--- src/rtl/cpu_pkg.sv ---
// Shared fetch definitions: FSM encoding, default widths and fetch-packet layout.
package cpu_pkg;
  localparam int ADDR_W_DEF = 32;
  localparam int DATA_W_DEF = 32;

  typedef enum logic [1:0] {
    ST_IDLE  = 2'd0,
    ST_FETCH = 2'd1,
    ST_STALL = 2'd2,
    ST_FLUSH = 2'd3
  } fetch_state_t;

  // Fetch packet is {inst, inst_pc, pc_plus}, MSB first.
  localparam int INST_FIELD_W    = DATA_W_DEF;
  localparam int PC_FIELD_W      = ADDR_W_DEF;
  localparam int PC_PLUS_FIELD_W = ADDR_W_DEF;

  function automatic int pkt_w(input int aw, input int dw);
    return dw + 2 * aw;
  endfunction
endpackage

--- src/rtl/fetch_skid_buffer.sv ---
// Output slot plus one-entry skid register holding fetched {inst, pc, pc_plus} packets.
module fetch_skid_buffer
  import cpu_pkg::*;
#(
  parameter int ADDR_W = ADDR_W_DEF,
  parameter int DATA_W = DATA_W_DEF
) (
  input  logic              clk,
  input  logic              rst,
  input  logic              flush,
  input  logic              load_slot,
  input  logic              load_skid,
  input  logic              move_skid,
  input  logic              ready,
  input  logic [DATA_W-1:0] in_inst,
  input  logic [ADDR_W-1:0] in_pc,
  input  logic [ADDR_W-1:0] in_pc_plus,
  output logic              valid,
  output logic [DATA_W-1:0] inst,
  output logic [ADDR_W-1:0] inst_pc,
  output logic [ADDR_W-1:0] pc_plus
);
  localparam int PW = pkt_w(ADDR_W, DATA_W);

  logic [PW-1:0] slot;
  logic [PW-1:0] skid;
  logic [PW-1:0] in_pkt;
  logic          skid_valid;

  assign in_pkt = {in_inst, in_pc, in_pc_plus};
  assign {inst, inst_pc, pc_plus} = slot;

  // Flush wins over everything, including a transfer decode sees this cycle.
  always_ff @(posedge clk or posedge rst) begin
    if (rst) begin
      slot       <= '0;
      skid       <= '0;
      valid      <= 1'b0;
      skid_valid <= 1'b0;
    end else if (flush) begin
      valid      <= 1'b0;
      skid_valid <= 1'b0;
    end else if (load_slot) begin
      slot  <= in_pkt;
      valid <= 1'b1;
    end else if (load_skid) begin
      skid       <= in_pkt;
      skid_valid <= 1'b1;
    end else if (move_skid && skid_valid) begin
      slot       <= skid;
      valid      <= 1'b1;
      skid_valid <= 1'b0;
    end else if (valid && ready) begin
      valid <= 1'b0;
    end
  end
endmodule

--- src/rtl/fetch_unit.sv ---
// Instruction fetch front end: drives ProgramCounter, issues imem reads, buffers results for decode.
// Handshakes: imem transfer when req&&ack (addr held while req&&!ack); decode transfer when valid&&ready.
module fetch_unit
  import cpu_pkg::*;
#(
  parameter int ADDR_W = ADDR_W_DEF,
  parameter int DATA_W = DATA_W_DEF
) (
  input  logic              clk,
  input  logic              rst,
  input  logic [ADDR_W-1:0] i_FetchUnit_PC,
  input  logic [ADDR_W-1:0] i_FetchUnit_PC_PLUS,
  output logic              o_FetchUnit_pause,
  output logic              o_FetchUnit_we,
  output logic [ADDR_W-1:0] o_FetchUnit_PC,
  input  logic              i_FetchUnit_redirect,
  input  logic [ADDR_W-1:0] i_FetchUnit_target,
  output logic              o_imem_req,
  output logic [ADDR_W-1:0] o_imem_addr,
  input  logic              i_imem_ack,
  input  logic [DATA_W-1:0] i_imem_rdata,
  output logic              o_FetchUnit_valid,
  output logic [DATA_W-1:0] o_FetchUnit_inst,
  output logic [ADDR_W-1:0] o_FetchUnit_inst_pc,
  output logic [ADDR_W-1:0] o_FetchUnit_pc_plus,
  input  logic              i_FetchUnit_ready,
  output logic [1:0]        dbg_state
);
  fetch_state_t      state;
  fetch_state_t      next_state;
  logic [ADDR_W-1:0] flush_addr;
  logic              latch_flush;
  logic              redir;
  logic              slot_free;
  logic              load_slot;
  logic              load_skid;
  logic              move_skid;
  logic              flush;

  assign dbg_state = state;
  assign redir     = i_FetchUnit_redirect && !rst;
  assign slot_free = !o_FetchUnit_valid || i_FetchUnit_ready;

  always_comb begin
    next_state        = state;
    o_imem_req        = 1'b0;
    o_imem_addr       = '0;
    o_FetchUnit_pause = 1'b1;
    o_FetchUnit_we    = 1'b0;
    o_FetchUnit_PC    = '0;
    load_slot         = 1'b0;
    load_skid         = 1'b0;
    move_skid         = 1'b0;
    flush             = 1'b0;
    latch_flush       = 1'b0;
    case (state)
      ST_IDLE: next_state = ST_FETCH;
      ST_FETCH: begin
        o_imem_req  = 1'b1;
        o_imem_addr = i_FetchUnit_PC;
        if (i_imem_ack) begin
          if (slot_free) begin
            load_slot         = 1'b1;
            o_FetchUnit_pause = 1'b0;
          end else begin
            load_skid  = 1'b1;
            next_state = ST_STALL;
          end
        end
      end
      ST_STALL: begin
        if (i_FetchUnit_ready) begin
          move_skid         = 1'b1;
          o_FetchUnit_pause = 1'b0;
          next_state        = ST_FETCH;
        end
      end
      ST_FLUSH: begin
        o_imem_req  = 1'b1;
        o_imem_addr = flush_addr;
        if (i_imem_ack) next_state = ST_FETCH;
      end
      default: next_state = ST_IDLE;
    endcase
    // A pending request cannot be withdrawn, so it is finished in FLUSH and its data dropped.
    if (redir) begin
      o_FetchUnit_we    = 1'b1;
      o_FetchUnit_PC    = i_FetchUnit_target;
      o_FetchUnit_pause = 1'b0;
      flush             = 1'b1;
      load_slot         = 1'b0;
      load_skid         = 1'b0;
      move_skid         = 1'b0;
      if (state == ST_FETCH && !i_imem_ack) begin
        latch_flush = 1'b1;
        next_state  = ST_FLUSH;
      end else if (state == ST_FLUSH && !i_imem_ack) begin
        next_state = ST_FLUSH;
      end else begin
        next_state = ST_FETCH;
      end
    end
  end

  always_ff @(posedge clk or posedge rst) begin
    if (rst) begin
      state      <= ST_IDLE;
      flush_addr <= '0;
    end else begin
      state <= next_state;
      if (latch_flush) flush_addr <= i_FetchUnit_PC;
    end
  end

  fetch_skid_buffer #(
    .ADDR_W(ADDR_W),
    .DATA_W(DATA_W)
  ) u_buf (
    .clk        (clk),
    .rst        (rst),
    .flush      (flush),
    .load_slot  (load_slot),
    .load_skid  (load_skid),
    .move_skid  (move_skid),
    .ready      (i_FetchUnit_ready),
    .in_inst    (i_imem_rdata),
    .in_pc      (i_FetchUnit_PC),
    .in_pc_plus (i_FetchUnit_PC_PLUS),
    .valid      (o_FetchUnit_valid),
    .inst       (o_FetchUnit_inst),
    .inst_pc    (o_FetchUnit_inst_pc),
    .pc_plus    (o_FetchUnit_pc_plus)
  );
endmodule

--- config.mk ---
export PLATFORM = sky130hd
export DESIGN_NAME = fetch_unit
export DESIGN_NICKNAME = d
export VERILOG_FILES = /design/src/rtl/cpu_pkg.sv /design/src/rtl/fetch_skid_buffer.sv /design/src/rtl/fetch_unit.sv
export SDC_FILE = /design/constraint.sdc
export NUM_CORES = 1
export LEC_CHECK = 0
export CORE_MARGIN = 2
export CORE_UTILIZATION = 54
export CTS_BUF_LIST = sky130_fd_sc_hd__clkbuf_4 sky130_fd_sc_hd__clkbuf_8
export CTS_CLUSTER_SIZE = 30
export DETAILED_ROUTE_END_ITERATION = 10
export HOLD_SLACK_MARGIN = 0.05
export PLACE_DENSITY = 0.89
export SLEW_MARGIN = 10
export SYNTH_ARGS = -nofsm -noshare
export SYNTH_HDL_FRONTEND = slang
export SYNTH_HIERARCHICAL = 1
export SYNTH_SLANG_ARGS = --single-unit
--- constraint.sdc ---
create_clock -name clk -period 11.3 [get_ports clk]
set_clock_uncertainty 0.15 [all_clocks]
set_input_delay 2.825 -clock clk [delete_from_list [all_inputs] [get_ports clk]]
set_output_delay 2.825 -clock clk [all_outputs]
set_load 0.03 [all_outputs]
==> impl_metrics.env, run 1 <==
export IMPL_status="finished clean"
export IMPL_cp_arrival_ps=5660
export IMPL_grt_remaining_overflow=0
export IMPL_place_gp_congestion=0.819
export IMPL_final_area_sq_um=14400
export IMPL_clock_latency_ps=510
export IMPL_setup_tns_ps=0
export IMPL_port_buffers=298
export IMPL_area_delta_synth_final_pct=36.2
export IMPL_start_kind="input port"
export IMPL_p_per_area_nw_per_um2=258
export IMPL_dr_pass1_iters=4
export IMPL_relSlewSlack_pct=29.7
export IMPL_dieArea_sq_um=20700
export IMPL_synth_flop_cell="dfrtp_1"
export IMPL_path_max_fanout=43
export IMPL_cts_num_sinks=228
export IMPL_hold_depth=1
export IMPL_yosysTopAreaCell="dfrtp_1"
export IMPL_ir_drop_v=0.000184
export IMPL_cts_made_buffers=38
export IMPL_clockRootBuffer="clkbuf_8"
export IMPL_rows=51
export IMPL_syn_nets=835
export IMPL_antenna_found_initial=1
export IMPL_cap_violations=0
export IMPL_grt_pass1_vias=7122
export IMPL_htree_levels=2
export IMPL_hold_violations=0
export IMPL_internal_power_mw=2.37
export IMPL_avgSynthCellArea_sq_um=15.1
export IMPL_synth_cell_types=35
export IMPL_hold_buffers=0
export IMPL_report_final_slew_viol_count=0
export IMPL_routed_wl_um=24800
export IMPL_die_h_um=144
export IMPL_drc=0
export IMPL_cp_depth=6
export IMPL_ant_nets=0
export IMPL_clk_path_buf_depth=3
export IMPL_finalSetupViolations=0
export IMPL_final_nets=1135
export IMPL_cp_required_ps=8330
export IMPL_yosys_cell_count_top_type="dfrtp_1"
export IMPL_crit_slowest_cell="clkdlybuf4s50_1"
export IMPL_power_leakage_nw=6.59
export IMPL_ys_ff_latch=228
export IMPL_r2r_setup_slack_ps=6860
export IMPL_vias_per_cell=5.25
export IMPL_cts_tree="yes"
export IMPL_grt_pass1_wl_um=38300
export IMPL_pwr_share_comb_pct=46.3
export IMPL_cp_slowest_stage_delay_ps=670
export IMPL_synth_top_area_share_pct=54.0
export IMPL_critical_path_top_delay_family="buffers and inverters"
export IMPL_synth_area_leaders="dfrtp_1, mux2_2, mux2_1"
export IMPL_ioPinCount=299
export IMPL_cp_num_buf_inv=4
export IMPL_dp_hpwl_um=16800
export IMPL_async_flop_share_pct=100
export IMPL_synth_seq_area_share_pct=54.0
export IMPL_path_class="in -> out"
export IMPL_post_cts_setup_buffers=0
export IMPL_crit_path_end_kind="output port"
export IMPL_fmax_mhz=116
export IMPL_seqPwrFrac_pct=34.3
export IMPL_die_w_um=144
export IMPL_grt_use_total_pct=23.6
export IMPL_core_area_sq_um=19300
export IMPL_p_clk_share_pct=19.4
export IMPL_grt_max_degree=130
export IMPL_drive_above_1_share_pct=31.4
export IMPL_first_iter_violations=216
export IMPL_critical_path_cell_chain="clkdlybuf4s50_1 -> inv_2 -> nand2_2 -> inv_2 -> and2_1 -> clkdlybuf4s50_1"
export IMPL_syn_area_sq_um=10600
export IMPL_hp_class="reg -> reg"
export IMPL_place_area_sq_um=13600
export IMPL_rsz0062_at_grt="false"
export IMPL_cts_resized=0
export IMPL_vias=6766
export IMPL_switching_power_mw=1.33
export IMPL_wl_per_cell_um=19.2
export IMPL_netlist_instances=699
export IMPL_n_fill_cell=1271
export IMPL_min_period_ps=8630
export IMPL_clk_pin_slew_worst_paths_ps=50
export IMPL_yosys_warnings=6
export IMPL_finalCritPeriodShare_pct=76.4
export IMPL_synth_commonest_cells="dfrtp_1, mux2_2, mux2_1"
export IMPL_synth_edf_count=0
export IMPL_start_util_pct=54.6
export IMPL_tightest_slew_ps=1050
export IMPL_switching_share_pct=35.9
export IMPL_reg2regPathDepth=9
-- power groups by stage --
stage	logic [mW]	clock network (mW)	registers (mW)
after floorplan	0.857	0	1.51
after global placement	1.69	0	1.26
after detailed placement	1.72	0	1.28
after CTS	1.73	0.738	1.27
after global routing	1.80	0.777	1.31
final	1.71	0.720	1.27
-- metrics by stage --
stage          hold WS (ps)  cells  total power, mW  utilization [%]  setup slack, ps
2_1_floorplan           304    699             2.36                -             3040
3_3_place_gp            314   1224             2.95             70.5             2690
3_5_place_dp            325   1224             3.00             70.5             2610
4_1_cts                 338   1287             3.74             74.4             2600
5_1_grt                 350   1288             3.89             74.4             2390
6_report                334   1288             3.70             74.4             2670
-- layout by cell type (no fill, tap or decap), types with 2 or more instances in the layout --
cell type | netlist | final
clkdlybuf4s50_1 | 0 | 298
nand2_1 | 2 | 2
clkinv_2 | 0 | 3
nor2_1 | 4 | 4
buf_4 | 2 | 9
a22o_1 | 32 | 32
mux2_2 | 197 | 197
o21ai_0 | 2 | 2
inv_2 | 3 | 3
clkbuf_8 | 0 | 46
mux2_1 | 84 | 84
inv_1 | 6 | 5
mux2_4 | 39 | 39
ha_1 | 3 | 3
a31oi_1 | 2 | 2
clkbuf_4 | 0 | 13
and2_1 | 32 | 32
and3_1 | 2 | 2
dfrtp_1 | 228 | 228
-- sequential cells by signal, summed over array words and instances, names as in the netlist --
name	count
u_buf/skid_valid	1
u_buf/slot	96
u_buf/valid	1
flush_addr	32
u_buf/skid	96
dbg_state	2
-- logic make-up (layout without fill, tap and decap cells) --
group,count (synthesis),count (layout),share of synthesized area (%)
multiplexers,320,320,35.5
flip-flops,228,228,54.0
AND/OR/NAND/NOR,50,50,3.07
adder cells (fa/ha/maj),3,3,0.356
other,0,1,0
buffers and inverters,56,379,3.44
AO/OA/AOI/OAI,42,42,3.58
-- area by class of cell --
class / count / area [sq um] / area share, %
Antenna cell: 1 / 2.50 / 0.0174
Clock buffer: 59 / 731 / 5.08
Clock inverter: 4 / 22.5 / 0.157
Inverter: 9 / 41.3 / 0.287
Multi-Input combinational cell: 415 / 4500 / 31.3
Sequential cell: 228 / 5710 / 39.7
Tap cell: 265 / 332 / 2.31
Timing Repair Buffer: 307 / 3050 / 21.2
-- metal layers --
metal | track usage (%) | vias up | part of all wire [%]
li1 | - | 3115 | -
met1 | 29.9 | 3377 | 41
met2 | 38.5 | 215 | 48
met3 | 6.83 | 59 | 7.1
met4 | 9.13 | 0 | 3.5
met5 | 0 | - | 0
-- worst paths after layout --
path / from / end
max: rst / o_FetchUnit_PC[19]
min: u_buf/skid[1] / u_buf/skid[1]
max reg2reg: dbg_state[1] / u_buf/skid[67]
min reg2reg: u_buf/skid[1] / u_buf/skid[1]
max in group asynchronous: rst / u_buf/slot[78]
min in group asynchronous: rst / u_buf/skid[52]
(Power assumes the default switching activity.)
==> run 2: changes to the inputs <==
--- a/config.mk
+++ b/config.mk
@@ -6,12 +6,12 @@
 export NUM_CORES = 1
 export LEC_CHECK = 0
 export CORE_MARGIN = 2
-export CORE_UTILIZATION = 54
+export CORE_UTILIZATION = 50
 export CTS_BUF_LIST = sky130_fd_sc_hd__clkbuf_4 sky130_fd_sc_hd__clkbuf_8
 export CTS_CLUSTER_SIZE = 30
 export DETAILED_ROUTE_END_ITERATION = 10
 export HOLD_SLACK_MARGIN = 0.05
-export PLACE_DENSITY = 0.89
+export PLACE_DENSITY = 0.83
 export SLEW_MARGIN = 10
 export SYNTH_ARGS = -nofsm -noshare
 export SYNTH_HDL_FRONTEND = slang
==> constraint.sdc (replaced) <==
create_clock -name clk -period 8.4 [get_ports clk]
set_clock_uncertainty 0.15 [all_clocks]
set_input_delay 2.1 -clock clk [delete_from_list [all_inputs] [get_ports clk]]
set_output_delay 2.1 -clock clk [all_outputs]
set_load 0.03 [all_outputs]
==> run 2 against run 1 <==
  * Non-clock buffer count increased by 1
  * First-iteration DRC count increased by 7.9%
  * Core utilization decreased by 5.1 points
  * Sequential share of layout area decreased by 0.25 points
  * Critical endpoint is now o_FetchUnit_PC[30]
  * Largest cell class unchanged
==> impl_metrics.env, run 2 (same netlist as run 1, synthesis figures left out) <==
export IMPL_status="finished clean"
export IMPL_grt_pass1_wl_um=39900
export IMPL_path_class="in -> out"
export IMPL_ioPinCount=299
export IMPL_pre_cts_ws_ps=1820
export IMPL_crit_path_end_kind="output port"
export IMPL_fin_ws_ps=1840
export IMPL_cap_violations=0
export IMPL_vias_per_cell=5.21
export IMPL_report_final_slew_viol_count=0
export IMPL_relSlewSlack_pct=30.3
export IMPL_cts_num_sinks=228
export IMPL_final_nets=1138
export IMPL_grt_remaining_overflow=0
export IMPL_area_delta_synth_final_pct=37.1
export IMPL_holdWs_ps=331
export IMPL_dp_hpwl_um=16700
export IMPL_ir_drop_v=0.000221
export IMPL_grt_use_total_pct=22.7
export IMPL_drive_above_1_share_pct=31.7
export IMPL_fmax_mhz=153
export IMPL_critical_path_startpoint="rst"
export IMPL_hold_end="u_buf/skid[87]"
export IMPL_layout_commonest_cell="clkdlybuf4s50_1"
export IMPL_tightest_slew_ps=1040
export IMPL_worstHoldStart="u_buf/skid[87]"
export IMPL_clockRootBuffer="clkbuf_8"
export IMPL_cts_resized=0
export IMPL_reg2regPathDepth=8
export IMPL_first_iter_violations=233
export IMPL_hold_violations=0
export IMPL_htree_levels=2
export IMPL_cts_made_buffers=40
export IMPL_hold_buffers=0
export IMPL_top_regs="u_buf/skid x96, u_buf/slot x96, flush_addr x32"
export IMPL_finalCritPeriodShare_pct=78.1
export IMPL_core_area_sq_um=20900
export IMPL_path_max_fanout=43
export IMPL_wl_per_cell_um=19.4
export IMPL_clk_pin_slew_worst_paths_ps=60
export IMPL_ant_nets=0
export IMPL_cts_tree="yes"
export IMPL_place_gp_congestion=0.761
export IMPL_cp_arrival_ps=4310
export IMPL_start_kind="input port"
export IMPL_n_antenna_cell=0
export IMPL_place_area_sq_um=13700
export IMPL_hold_depth=1
export IMPL_power_leakage_nw=6.63
export IMPL_timing_rr_start="dbg_state[0]"
export IMPL_setup_tns_ps=0
export IMPL_hp_class="reg -> reg"
export IMPL_grt_max_degree=119
export IMPL_rows=53
export IMPL_rsz0062_at_grt="false"
export IMPL_cp_required_ps=6150
export IMPL_drc=0
export IMPL_clock_latency_ps=520
export IMPL_routed_wl_um=25300
export IMPL_die_w_um=149
export IMPL_grt_pass1_vias=7369
export IMPL_dieArea_sq_um=22300
export IMPL_finalSetupViolations=0
export IMPL_finalPower_mw=5.05
export IMPL_r2r_setup_slack_ps=3920
export IMPL_min_period_ps=6560
export IMPL_vias=6788
export IMPL_p_per_area_nw_per_um2=349
export IMPL_reg2reg_to="u_buf/skid[69]"
export IMPL_clk_path_buf_depth=3
export IMPL_dr_pass1_iters=4
export IMPL_start_util_pct=50.5
export IMPL_port_buffers=298
export IMPL_post_cts_setup_buffers=0
export IMPL_antenna_found_initial=0
export IMPL_final_area_sq_um=14500
export IMPL_die_h_um=149
export IMPL_layout_common_cells="clkdlybuf4s50_1, dfrtp_1, mux2_2"
-- run 2: changes by cell type in the layout (fill, tap and decap cells not counted), sizes merged --
cell      change
inv           +1
clkbuf        +6
clkinv        -2
diode         -1
buf           +1
clkinvlp      -1
-- run 2: how the worst max path moves through the flow --
stage | end | slack [ps] | depth (start not counted)
after global routing | o_FetchUnit_PC[30] | 1710 | 6
after global placement | o_FetchUnit_PC[30] | 1890 | 6
final | o_FetchUnit_PC[30] | 1840 | 6
after CTS | o_FetchUnit_PC[30] | 1820 | 6
after floorplan | u_buf/skid[0] | 870 | 1
after detailed placement | o_FetchUnit_PC[30] | 1820 | 6
-- run 2: critical path, stage by stage --
cell	delay (ps)
clkdlybuf4s50_1	560
inv_2	120
nand2_2	90
inv_2	500
and2_1	240
clkdlybuf4s50_1	670
-- run 2: report_power, final --
group | internal [mW] | switching [mW]
combinational | 1.15 | 1.17
clock | 0.598 | 0.425
sequential | 1.50 | 0.206
total | 3.25 | 1.80
-- run 2: final cells by class --
type,instances,area (sq um)
fillers,1535,6420
flip-flops and latches,228,5710
multi-input cells,415,4500
repair buffers,308,3070
clock buffers,65,801
well taps,275,344
inverters,9,41.3
clock inverters,2,13.8
-- run 2: stage by stage --
step | utilization, % | cells
global route | 69.3 | 1302
finish | 69.3 | 1302
CTS | 69.3 | 1302
detailed placement | 65.4 | 1235
floorplan | - | 699
global placement | 65.4 | 1235
-- run 2: per-layer routing --
metal | track usage (%) | vias up | routed length, um
li1 | - | 3121 | -
met1 | 28.7 | 3423 | 10600
met2 | 37.7 | 202 | 12300
met3 | 6.42 | 42 | 1740
met4 | 7.81 | 0 | 615
met5 | 0 | - | 0
==> run 3: changes to the inputs <==
==> constraint.sdc (replaced) <==
create_clock -name clk -period 6.09 [get_ports clk]
set_clock_uncertainty 0.15 [all_clocks]
set_input_delay 1.5225 -clock clk [delete_from_list [all_inputs] [get_ports clk]]
set_output_delay 1.5225 -clock clk [all_outputs]
set_load 0.03 [all_outputs]
==> run 3 against run 2 <==
  * Sequential share of layout area decreased by 0.13 points
  * Register-to-register slack worse by 1200 ps
  * Sequential power grew 37%
  * Final cell count up 0.38%
  * Setup slack worse by 1000 ps
  * Count of clock-buffer cells in the layout stayed put
  * Core utilization rose by 0.23 points
  * Critical endpoint is now o_FetchUnit_PC[25]
  * Worst hold slack about the same
  * Largest cell class unchanged
  * Clock power increased by 39%
  * Non-clock buffer count is 4 higher
==> impl_metrics.env, run 3 (same netlist as run 1, synthesis figures left out) <==
export IMPL_p_per_area_nw_per_um2=479
export IMPL_status="finished clean"
export IMPL_drive_above_1_share_pct=32.1
export IMPL_clk_pin_slew_worst_paths_ps=50
export IMPL_port_buffers=298
export IMPL_grt_use_total_pct=22.3
export IMPL_crit_slowest_cell="clkdlybuf4s50_1"
export IMPL_die_h_um=149
export IMPL_grt_pass1_vias=7174
export IMPL_fmax_mhz=190
export IMPL_switching_power_mw=2.47
export IMPL_worstHoldStart="u_buf/skid[90]"
export IMPL_grt_remaining_overflow=0
export IMPL_vias_per_cell=5.18
export IMPL_cts_resized=0
export IMPL_post_cts_setup_buffers=0
export IMPL_cp_num_buf_inv=4
export IMPL_antenna_found_initial=0
export IMPL_grt_use_met1_pct=28.6
export IMPL_pwr_share_comb_pct=45.7
export IMPL_cts_made_buffers=39
export IMPL_finalSetupViolations=0
export IMPL_clockRootBuffer="clkbuf_8"
export IMPL_path_class="in -> out"
export IMPL_ant_nets=0
export IMPL_internal_power_mw=4.48
export IMPL_top_usage_layer="met2"
export IMPL_dp_hpwl_um=16900
export IMPL_reg2regPathDepth=8
export IMPL_cp_slowest_stage_delay_ps=670
export IMPL_vias=6769
export IMPL_finalPower_mw=6.95
export IMPL_power_leakage_nw=6.65
export IMPL_critical_path_top_delay_family="buffers and inverters"
export IMPL_reg2reg_to="u_buf/slot[77]"
export IMPL_clk_path_buf_depth=3
export IMPL_cts_num_sinks=228
export IMPL_hold_end="u_buf/skid[90]"
export IMPL_r2r_setup_slack_ps=2760
export IMPL_top_regs="u_buf/skid x96, u_buf/slot x96, flush_addr x32"
export IMPL_place_gp_congestion=0.744
export IMPL_cp_arrival_ps=3600
export IMPL_hold_buffers=0
export IMPL_start_kind="input port"
export IMPL_seqPwrFrac_pct=33.9
export IMPL_cp_required_ps=4420
export IMPL_cap_violations=0
export IMPL_area_delta_synth_final_pct=37.5
export IMPL_n_antenna_cell=0
export IMPL_hold_depth=1
export IMPL_start_util_pct=50.5
export IMPL_ir_drop_v=0.000364
export IMPL_core_area_sq_um=20900
export IMPL_report_final_slew_viol_count=0
export IMPL_wl_per_cell_um=19.1
export IMPL_first_iter_violations=155
export IMPL_routed_wl_um=24900
export IMPL_layout_common_cells="clkdlybuf4s50_1, dfrtp_1, mux2_2"
export IMPL_layout_commonest_cell="clkdlybuf4s50_1"
export IMPL_clock_latency_ps=520
export IMPL_switching_share_pct=35.5
export IMPL_drc=0
export IMPL_critical_path_cell_chain="clkdlybuf4s50_1 -> inv_2 -> nand2_2 -> inv_2 -> and2_1 -> clkdlybuf4s50_1"
export IMPL_tightest_slew_ps=1100
export IMPL_relSlewSlack_pct=26.6
export IMPL_hp_class="reg -> reg"
export IMPL_grt_max_degree=79
export IMPL_dieArea_sq_um=22300
export IMPL_holdWs_ps=331
export IMPL_cts_tree="yes"
export IMPL_dr_pass1_iters=4
export IMPL_die_w_um=149
export IMPL_path_max_fanout=43
export IMPL_timing_rr_start="dbg_state[1]"
export IMPL_min_period_ps=5270
export IMPL_grt_pass1_wl_um=39100
export IMPL_crit_path_end_kind="output port"
export IMPL_final_nets=1141
export IMPL_rows=53
export IMPL_htree_levels=2
export IMPL_ioPinCount=299
export IMPL_use_met3_pct=6.39
export IMPL_hold_violations=0
export IMPL_rsz0062_at_grt="false"
export IMPL_setup_tns_ps=0
export IMPL_finalCritPeriodShare_pct=86.6
export IMPL_grt_use_met2_pct=36.7
export IMPL_p_clk_share_pct=20.4
==> run 3: power groups by stage <==
stage          logic, mW  registers, mW  clock network [mW]
6_report            3.18           2.35                1.42
3_5_place_dp        3.19           2.38                   0
4_1_cts             3.21           2.36                1.46
5_1_grt             3.35           2.42                1.53
2_1_floorplan       1.59           2.80                   0
3_3_place_gp        3.15           2.34                   0
==> run 3: worst register-to-register path, cell delays in order, from the launching register on <==
cell,delay (ps)
dfrtp_1,440
inv_1,80
ha_1,130
buf_4,410
nand3_1,260
nor2b_4,180
buf_4,770
mux2_2,530
mux2_2,270
==> run 3: metrics by stage <==
stage          std cells  area, sq um  worst slack, ps  util [%]
2_1_floorplan        699        10600             1240         -
3_3_place_gp        1239        13700              898      65.6
3_5_place_dp        1239        13700              805      65.6
4_1_cts             1307        14500              809      69.5
5_1_grt             1307        14500              685      69.5
6_report            1307        14500              817      69.5
==> run 3: metal layers <==
metal  part of all wire (%)  up-vias
li1                       -     3131
met1                     42     3407
met4                    2.4        0
met3                    6.4       46
met5                      0        -
met2                     49      185
==> run 3: cell type report <==
| class | count | area [sq um] |
|---|---|---|
| fillers | 1493 | 6370 |
| flip-flops and latches | 228 | 5710 |
| multi-input cells | 415 | 4500 |
| repair buffers | 312 | 3110 |
| clock buffers | 65 | 807 |
| well taps | 275 | 344 |
| inverters | 9 | 37.5 |
| clock inverters | 3 | 17.5 |
==> run 3: worst max path at each step <==
stage | from | cells past startpoint | slack [ps] | end
finish | rst | 6 | 820 | o_FetchUnit_PC[25]
global route | rst | 6 | 690 | o_FetchUnit_PC[25]
CTS | rst | 6 | 810 | o_FetchUnit_PC[25]
detailed placement | rst | 6 | 800 | o_FetchUnit_PC[25]
global placement | rst | 6 | 900 | o_FetchUnit_PC[30]
floorplan | rst | 5 | 1240 | o_FetchUnit_PC[23]
